==> config.mk <==
export PLATFORM = sky130hd
export DESIGN_NAME = traffic_input_cond
export DESIGN_NICKNAME = d
export VERILOG_FILES = /design/src/rtl/traffic_input_cond.sv
export SDC_FILE = /design/constraint.sdc
export NUM_CORES = 1
export LEC_CHECK = 0
export CAP_MARGIN = 20
export CELL_PAD_IN_SITES_DETAIL_PLACEMENT = 1
export CELL_PAD_IN_SITES_GLOBAL_PLACEMENT = 1
export CORE_UTILIZATION = 49
export DETAILED_ROUTE_END_ITERATION = 7
export PLACE_DENSITY = 0.77
export REMOVE_ABC_BUFFERS = 1
export SETUP_SLACK_MARGIN = 0.4
export SLEW_MARGIN = 20
export SYNTH_ARGS = -nofsm -noshare
export SYNTH_HDL_FRONTEND = slang
export SYNTH_SLANG_ARGS = --single-unit
export TNS_END_PERCENT = 20
==> constraint.sdc <==
create_clock -name clock -period 2.3 [get_ports clock]
set_clock_uncertainty 0.15 [all_clocks]
set_input_delay 0.345 -clock clock [delete_from_list [all_inputs] [get_ports clock]]
set_output_delay 0.345 -clock clock [all_outputs]
set_load 0.03 [all_outputs]
==> src/rtl/traffic_input_cond.sv <==
`default_nettype none
// ============================================================================
// Module   : traffic_input_cond
// Brief    : Synchronizes and debounces the walk button and side-road sensor,
//            latches pedestrian requests and generates the timing tick.
// Revision : 1.0 - initial release
// ============================================================================
module traffic_input_cond #(
    parameter int TICK_DIV  = 100000000,
    parameter int DB_CYCLES = 1000000
) (
    input  logic clock,
    input  logic rst,
    input  logic walk_btn,
    input  logic sensor_raw,
    input  logic walk_ack,
    input  logic tick_sync,
    output logic walk,
    output logic sensor,
    output logic tick
);

    localparam int c_DB_W   = $clog2(DB_CYCLES + 1);
    localparam int c_TICK_W = $clog2(TICK_DIV);
    localparam logic [c_DB_W-1:0]   c_DB_LAST   = c_DB_W'(DB_CYCLES - 1);
    localparam logic [c_DB_W-1:0]   c_DB_ONE    = c_DB_W'(1);
    localparam logic [c_TICK_W-1:0] c_TICK_LAST = c_TICK_W'(TICK_DIV - 1);
    localparam logic [c_TICK_W-1:0] c_TICK_ONE  = c_TICK_W'(1);

    // Bit 0 carries the walk button, bit 1 the sensor.
    logic [1:0] w_raw;
    logic [1:0] w_deb;

    assign w_raw = {sensor_raw, walk_btn};

    generate
        for (genvar gi = 0; gi < 2; gi++) begin : g_cond
            logic              r_sync1;
            logic              r_sync2;
            logic              r_deb;
            logic [c_DB_W-1:0] r_cnt;

            // The counter only advances while s2 disagrees with deb and is
            // cleared on acceptance, so it never exceeds DB_CYCLES-1.
            always_ff @(posedge clock or negedge rst) begin
                if (!rst) begin
                    r_sync1 <= 1'b0;
                    r_sync2 <= 1'b0;
                    r_deb   <= 1'b0;
                    r_cnt   <= '0;
                end else begin
                    r_sync1 <= w_raw[gi];
                    r_sync2 <= r_sync1;
                    if (r_sync2 == r_deb) begin
                        r_cnt <= '0;
                    end else if (r_cnt == c_DB_LAST) begin
                        r_deb <= r_sync2;
                        r_cnt <= '0;
                    end else begin
                        r_cnt <= r_cnt + c_DB_ONE;
                    end
                end
            end

            assign w_deb[gi] = r_deb;
        end
    endgenerate

    logic r_walk_deb_q;
    logic r_walk;
    logic w_press;

    assign w_press = w_deb[0] & ~r_walk_deb_q;

    // A fresh press takes priority over an acknowledge in the same cycle.
    always_ff @(posedge clock or negedge rst) begin
        if (!rst) begin
            r_walk_deb_q <= 1'b0;
            r_walk       <= 1'b0;
        end else begin
            r_walk_deb_q <= w_deb[0];
            if (w_press) begin
                r_walk <= 1'b1;
            end else if (walk_ack) begin
                r_walk <= 1'b0;
            end
        end
    end

    logic [c_TICK_W-1:0] r_tick_cnt;

    always_ff @(posedge clock or negedge rst) begin
        if (!rst) begin
            r_tick_cnt <= '0;
        end else if (tick_sync || (r_tick_cnt == c_TICK_LAST)) begin
            r_tick_cnt <= '0;
        end else begin
            r_tick_cnt <= r_tick_cnt + c_TICK_ONE;
        end
    end

    assign walk   = r_walk;
    assign sensor = w_deb[1];
    assign tick   = (r_tick_cnt == c_TICK_LAST);

endmodule
`default_nettype wire

==> qor.csv, run 1 <==
metric,value,unit
# rows,31,
CTS tree,done,
placed wire-length estimate,5550,µm
Synth Flop Type,dfrtp_1,
setup ws final,-0.259,ns
Peak VDD IR,0.000408,V
1st-iter DRT viols,178,
status,"finished, violations left",
vias per cell,6.13,
first-pass GRT wire length,16200,µm
Die H,88.6,µm
crit-path leading delay family,simple AND/OR/NAND/NOR gates,
failing checks,setup timing,
area post-placement,0.00394,mm²
Total GRT Usage,27.4,%
Reg-to-Reg Start,r_tick_cnt[25]$_DFF_PN0_,
Pins Over Slew Limit,0,
crit path time final,2.56,ns
Yosys top cell area share,51.1,%
Worst Hold Path Cells,0,
crit end category,primary output,
"Clk pin slew, worst setup/hold paths",0.09,ns
DRC,0,
post-route cell area,0.00478,mm²
"Cell Chain, Critical Path",or4b_4 > nor4_4 > nand2_1 > nor3_2 > buf_4,
antenna violations before repair,0,
Post-Syn Instances,373,
Hold Crit Class,reg2reg,
Area Overhead vs Synth,30.2,%
synth cell count leaders,"dfrtp_1, nor2_1, a21oi_1",
critical path data arrival time,2.06,ns
DIE WIDTH,88.6,µm
ranking of synthesized cells by area,"dfrtp_1, xor2_1, nor2_1",
FF-to-FF setup slack,-0.25,ns
Startpoint Class,flop,
worst-skew pair later-pin latency,0.34,ns
syn avg cell area,9.86,µm²
Port-buffer cells,8,
Setup Crit Path Kind,reg2out,
Power Density,558,mW/mm²
core footprint,0.00725,mm²
fin crit share,111,%
starting density of the core,50.7,%
Ys Warns,0,
post-synthesis cell type count,35,
R2R Path End,r_tick_cnt[26]$_DFF_PN0_,
drt pass-1 iters,4,
critical path's largest stage delay,0.53,ns
slew margin rel.,68.9,%
H-tree levels,3,
Ports,9,
asr flop ratio synth,100,%
Crit path depth,5,
vias in the first global route,3225,
cell with the most instances after synthesis,dfrtp_1,
dominant cell type by area after synthesis,dfrtp_1,
final setup vio count,3,
P_leak,1.83,nW
Clk Tree Root Cell,clkbuf_8,
critical path endpoint,tick,
"Max FO, Critical Path",4,
final hold viol count,0,
share of layout cells above drive strength 1,32.7,%
final WL,11600,µm
Die Area,0.00785,mm²
Final Wtd Congestion,0.766,
TritonCTS Sinks,75,
Seq cells post-synth,75,
NumNets Final,429,
total CTS buffers,9,
Mapped Area,0.00368,mm²
Max clock buf depth,2,
via count,3210,
CP Buf/Inv Count,1,
"Slowest-stage cell, CP",or4b_4,
fmax,0.391,GHz
unrepaired setup endpoints after global routing,yes,
largest net degree at the start of global routing,49,
worst endpoint required time,1.80,ns
post-route ant nets,0,
Post-Place Worst Slack,0.0677,ns
wire length per cell,22.0,µm
Overflow after GRT,0,
number of cells on the worst reg-to-reg path,10,
number of enable flip-flop cells after synthesis,0,
crit path launch,r_tick_cnt[25]$_DFF_PN0_,
max_cap viols,0,
ant diodes,0,
Worst Tran Pin Value,0.463,ns
register area share after synthesis,51.1,%
## cells in the final DEF (no fill, tap or decap), drive strengths merged, types with 13 or more instances in the layout
master and instances:
buf 42, nand2 19, nand3 22, nor2 41, dfrtp 75, o21ai 15, inv 14, o31ai 15
or4 18, or3 13, a21oi 28, nand4 22, xor2 20, xnor2 14
## per-layer routing
metal	share of wire (%)	wire length [µm]	global-route usage, %
met3	2.4	279	3.64
met4	2.3	267	10.1
met2	52	6060	46.9
met5	0	0	0
met1	43	4940	35.6
## flip-flops by register name (all words and copies together) (netlist names)
| name | flops |
|---|---|
| g_cond.r_cnt | 40 |
| r_tick_cnt | 27 |
| g_cond.r_sync1 | 2 |
| g_cond.r_sync2 | 2 |
| g_cond.r_deb | 1 |
| r_walk_deb_q | 1 |
| sensor | 1 |
| walk | 1 |
## metrics by stage
stage | TNS, ns | instances | util, % | total power, mW | hold slack (ns)
global route | -0.769 | 524 | 66.0 | 2.76 | 0.234
global placement | 0 | 482 | 54.3 | 1.49 | 0.138
finish | -0.525 | 524 | 66.0 | 2.67 | 0.213
floorplan | -4.21 | 360 | - | 1.42 | -0.101
detailed placement | 0 | 482 | 54.3 | 1.49 | 0.139
CTS | -0.478 | 520 | 63.8 | 2.66 | 0.211
## logic make-up (layout without fill, tap and decap cells)
logic type / Yosys count / after routing / synth area share [%]
xor+xnor: 34 / 34 / 8.10
compound gates: 62 / 62 / 10.2
buf+inv: 26 / 78 / 2.96
fa+ha+maj: 3 / 3 / 1.02
simple gates: 171 / 171 / 26.1
mux: 2 / 2 / 0.613
flops: 75 / 75 / 51.1
## cell type report
type,instances,area [µm²]
clock inverter,6,88.8
multi-input combinational,272,2050
sequential,75,1880
tap,99,124
timing repair buffer,49,467
fill,779,2470
inverter,13,48.8
clock buffer,10,128
## how the worst min path moves through the flow
stage                                            from  slack [ns]                            end
after floorplan                                   rst       -0.10   g_cond[0].r_cnt[0]$_DFF_PN0_
after global placement                            rst        0.14  g_cond[0].r_cnt[19]$_DFF_PN0_
after detailed placement                          rst        0.14  g_cond[0].r_cnt[19]$_DFF_PN0_
after CTS                 g_cond[0].r_sync1$_DFF_PN0_        0.21    g_cond[0].r_sync2$_DFF_PN0_
after global routing      g_cond[1].r_sync1$_DFF_PN0_        0.23    g_cond[1].r_sync2$_DFF_PN0_
final                     g_cond[0].r_sync1$_DFF_PN0_        0.21    g_cond[0].r_sync2$_DFF_PN0_
## report_power, final
group	switching (mW)	internal [mW]	leakage, nW
sequential	0.0204	1.34	1.03
combinational	0.108	0.0730	0.701
clock	0.519	0.614	0.103
total	0.648	2.02	1.83
## timing repair
action                                  in CTS  in global routing
pin swaps                                   41                 19
endpoints found under the setup margin      70                 70
cloned                                       1                  0
buffers inserted                            20                  4
hold buffers                                 1                  0
resized for setup                           84                 32
endpoints found under the hold margin       27                  0
Note: power is estimated with default switching activity, not from simulation.
==> run 2, diff against run 1 <==
--- a/config.mk
+++ b/config.mk
@@ -8,9 +8,9 @@
 export CAP_MARGIN = 20
 export CELL_PAD_IN_SITES_DETAIL_PLACEMENT = 1
 export CELL_PAD_IN_SITES_GLOBAL_PLACEMENT = 1
-export CORE_UTILIZATION = 49
+export CORE_UTILIZATION = 44
 export DETAILED_ROUTE_END_ITERATION = 7
-export PLACE_DENSITY = 0.77
+export PLACE_DENSITY = 0.73
 export REMOVE_ABC_BUFFERS = 1
 export SETUP_SLACK_MARGIN = 0.4
 export SLEW_MARGIN = 20
==> constraint.sdc (replaced) <==
create_clock -name clock -period 2.15 [get_ports clock]
set_clock_uncertainty 0.15 [all_clocks]
set_input_delay 0.3225 -clock clock [delete_from_list [all_inputs] [get_ports clock]]
set_output_delay 0.3225 -clock clock [all_outputs]
set_load 0.03 [all_outputs]
==> qor.csv, run 2 (synthesis gave the netlist of run 1 again) <==
metric,value,unit,change
status,"finished, violations left",,
failing checks,setup timing,,
Pint,2.06,mW,+1.7%
fmax,0.401,GHz,
1st-iter DRT viols,67,,-62%
total CTS buffers,9,,unchanged
Final Wtd Congestion,0.791,,+3.2%
Switching Share,24.5,%,+0.27 points
worst-skew pair later-pin latency,0.36,ns,+0.02 ns
fill cell count,834,,+7.1%
wire length per cell,18.9,µm,-14%
number of cells on the worst reg-to-reg path,5,,-5
biggest regs,"g_cond.r_cnt (40), r_tick_cnt (27)",,
Overflow after GRT,0,,unchanged
Total GRT Usage,23.9,%,-3.5 points
first-pass GRT wire length,16100,µm,-0.56%
max reg flops,40,,unchanged
max_cap viols,0,,unchanged
crit end category,primary output,,
H-tree levels,3,,unchanged
Worst Min Path Start,g_cond[1].r_sync1$_DFF_PN0_,,
R2R Path End,g_cond[1].r_cnt[2]$_DFF_PN0_,,
FF-to-FF setup slack,-0.08,ns,+0.17 ns
Hold Crit Class,reg2reg,,
Power Density,560,mW/mm²,+0.22%
P_leak,1.86,nW,+1.9%
fin crit share,116,%,
Psw,0.669,mW,+3.2%
worst endpoint required time,1.68,ns,-0.12 ns
drt pass-1 iters,4,,unchanged
most frequent cells in the layout,"dfrtp_1, buf_4, nor2_4, nand4_1, xor2_1",,
unrepaired setup endpoints after global routing,yes,,
Max clock buf depth,2,,unchanged
Sequential cell area,0.00188,mm²,about the same
# rows,32,,+3.2%
Port-buffer cells,8,,unchanged
Die H,93.4,µm,+5.4%
Pins Over Slew Limit,0,,unchanged
final hold viol count,0,,unchanged
via count,3140,,-2.2%
ant diodes,0,,unchanged
starting density of the core,46.6,%,-4.1 points
Worst Hold Path Cells,0,,unchanged
Area Overhead vs Synth,32.6,%,
Die Area,0.00872,mm²,+11%
Reg-to-Reg Start,g_cond[1].r_cnt[11]$_DFF_PN0_,,
TritonCTS Sinks,75,,unchanged
largest net degree at the start of global routing,52,,+6.1%
Ports,9,,unchanged
Post-Layout Cell Count,532,,+1.5%
NumNets Final,435,,+1.4%
share of layout cells above drive strength 1,34.9,%,+2.2 points
crit path time final,2.50,ns,
"commonest non-fill, non-tap cell in the layout",dfrtp_1,,
final setup TNS,-1.77,ns,-1.24 ns
DIE WIDTH,93.4,µm,+5.4%
final core occ,61.8,%,-4.2 points
slew margin rel.,74.5,%,+5.6 points
WHS Endpoint,g_cond[1].r_sync2$_DFF_PN0_,,
Peak VDD IR,0.000308,V,-24%
"Max FO, Critical Path",2,,-2
"Clk pin slew, worst setup/hold paths",0.08,ns,about the same
sequential power share,53.1,%,+2.3 points
setup ws final,-0.346,ns,-0.0871 ns
"Most flops, register",g_cond.r_cnt,,
Clk Tree Root Cell,clkbuf_8,,
critical path data arrival time,2.02,ns,-0.04 ns
Worst Tran Pin Value,0.379,ns,-0.0835 ns
vias per cell,5.90,,-3.7%
Startpoint Class,flop,,
placed wire-length estimate,6210,µm,+12%
final setup vio count,26,,+23
Placed Cells,512,,+6.2%
vias in the first global route,3288,,+2.0%
final WL,10100,µm,-13%
core footprint,0.00789,mm²,+8.7%
antenna violations before repair,0,,unchanged
DRC,0,,unchanged
clock power share,40.3,%,-2.1 points
CTS tree,done,,
area of the multi-input gates,0.00212,mm²,+3.4%
post-route ant nets,0,,unchanged
Setup Crit Path Kind,reg2out,,
combinational power share,6.6,%,-0.2 points
[run 2: cell count changes in the layout (fill, tap and decap cells not counted), moves of 3 or more]
cell and delta:
buf_4 +7, nor2_1 -7, nor2_4 +7, or4_1 +3, or4_4 -3
[run 2: critical path, cell delays in order, from the launching register on]
cell     delay, ns
dfrtp_1       0.42
or4bb_4       0.57
nor4_4        0.29
nand2_2       0.11
nor3_2        0.11
buf_4         0.18
[run 2: how the worst max path moves through the flow]
stage	startpoint	endpoint	slack, ns	depth (start not counted)
after floorplan	g_cond[1].r_cnt[8]$_DFF_PN0_	g_cond[1].r_cnt[10]$_DFF_PN0_	-0.37	4
after global placement	g_cond[1].r_cnt[15]$_DFF_PN0_	g_cond[1].r_cnt[18]$_DFF_PN0_	0.01	5
after detailed placement	r_tick_cnt[9]$_DFF_PN0_	tick	-0.09	5
after CTS	r_tick_cnt[17]$_DFF_PN0_	tick	-0.36	5
after global routing	r_tick_cnt[17]$_DFF_PN0_	tick	-0.43	5
final	r_tick_cnt[17]$_DFF_PN0_	tick	-0.35	5
[run 2: timing repair]
item / 4_1_cts / 5_1_grt
setup endpoints to repair: 71 / 69
gates resized for setup: 75 / 53
cloned: 0 / 0
endpoints found under the hold margin: 24 / 0
setup buffers: 2 / 2
hold buffers: 1 / 0
pin swaps: 70 / 43
[run 2: power by group through the flow]
stage | logic [mW] | registers [mW] | clock network [mW]
2_1_floorplan | 0.0513 | 1.47 | 0
3_3_place_gp | 0.131 | 1.47 | 0
3_5_place_dp | 0.136 | 1.47 | 0
4_1_cts | 0.161 | 1.45 | 1.11
5_1_grt | 0.199 | 1.45 | 1.17
6_report | 0.181 | 1.45 | 1.10
[run 2: area by class of cell]
cell class	instances	area share [%]
Multi-Input combinational cell	272	43.4
Sequential cell	75	38.6
Timing Repair Buffer	55	10.5
Clock buffer	10	2.82
Tap cell	102	2.62
Clock inverter	5	1.10
Inverter	13	1.00
[run 2: stage by stage]
step	total power, mW	hold slack [ns]	area [µm²]	setup slack, ns
2_1_floorplan	1.52	-0.123	3620	-0.366
3_3_place_gp	1.60	0.100	4160	0.0139
3_5_place_dp	1.61	0.105	4160	-0.0883
4_1_cts	2.72	0.209	4650	-0.361
5_1_grt	2.82	0.221	4870	-0.427
6_report	2.73	0.203	4870	-0.346
[run 2: routing by layer]
layer	global-route usage [%]	vias up	part of all wire [%]
met3	3.17	17	2.3
met1	30.2	1613	44
li1	-	1466	-
met4	8.85	0	1.7
met2	41.7	44	52
met5	0	-	0
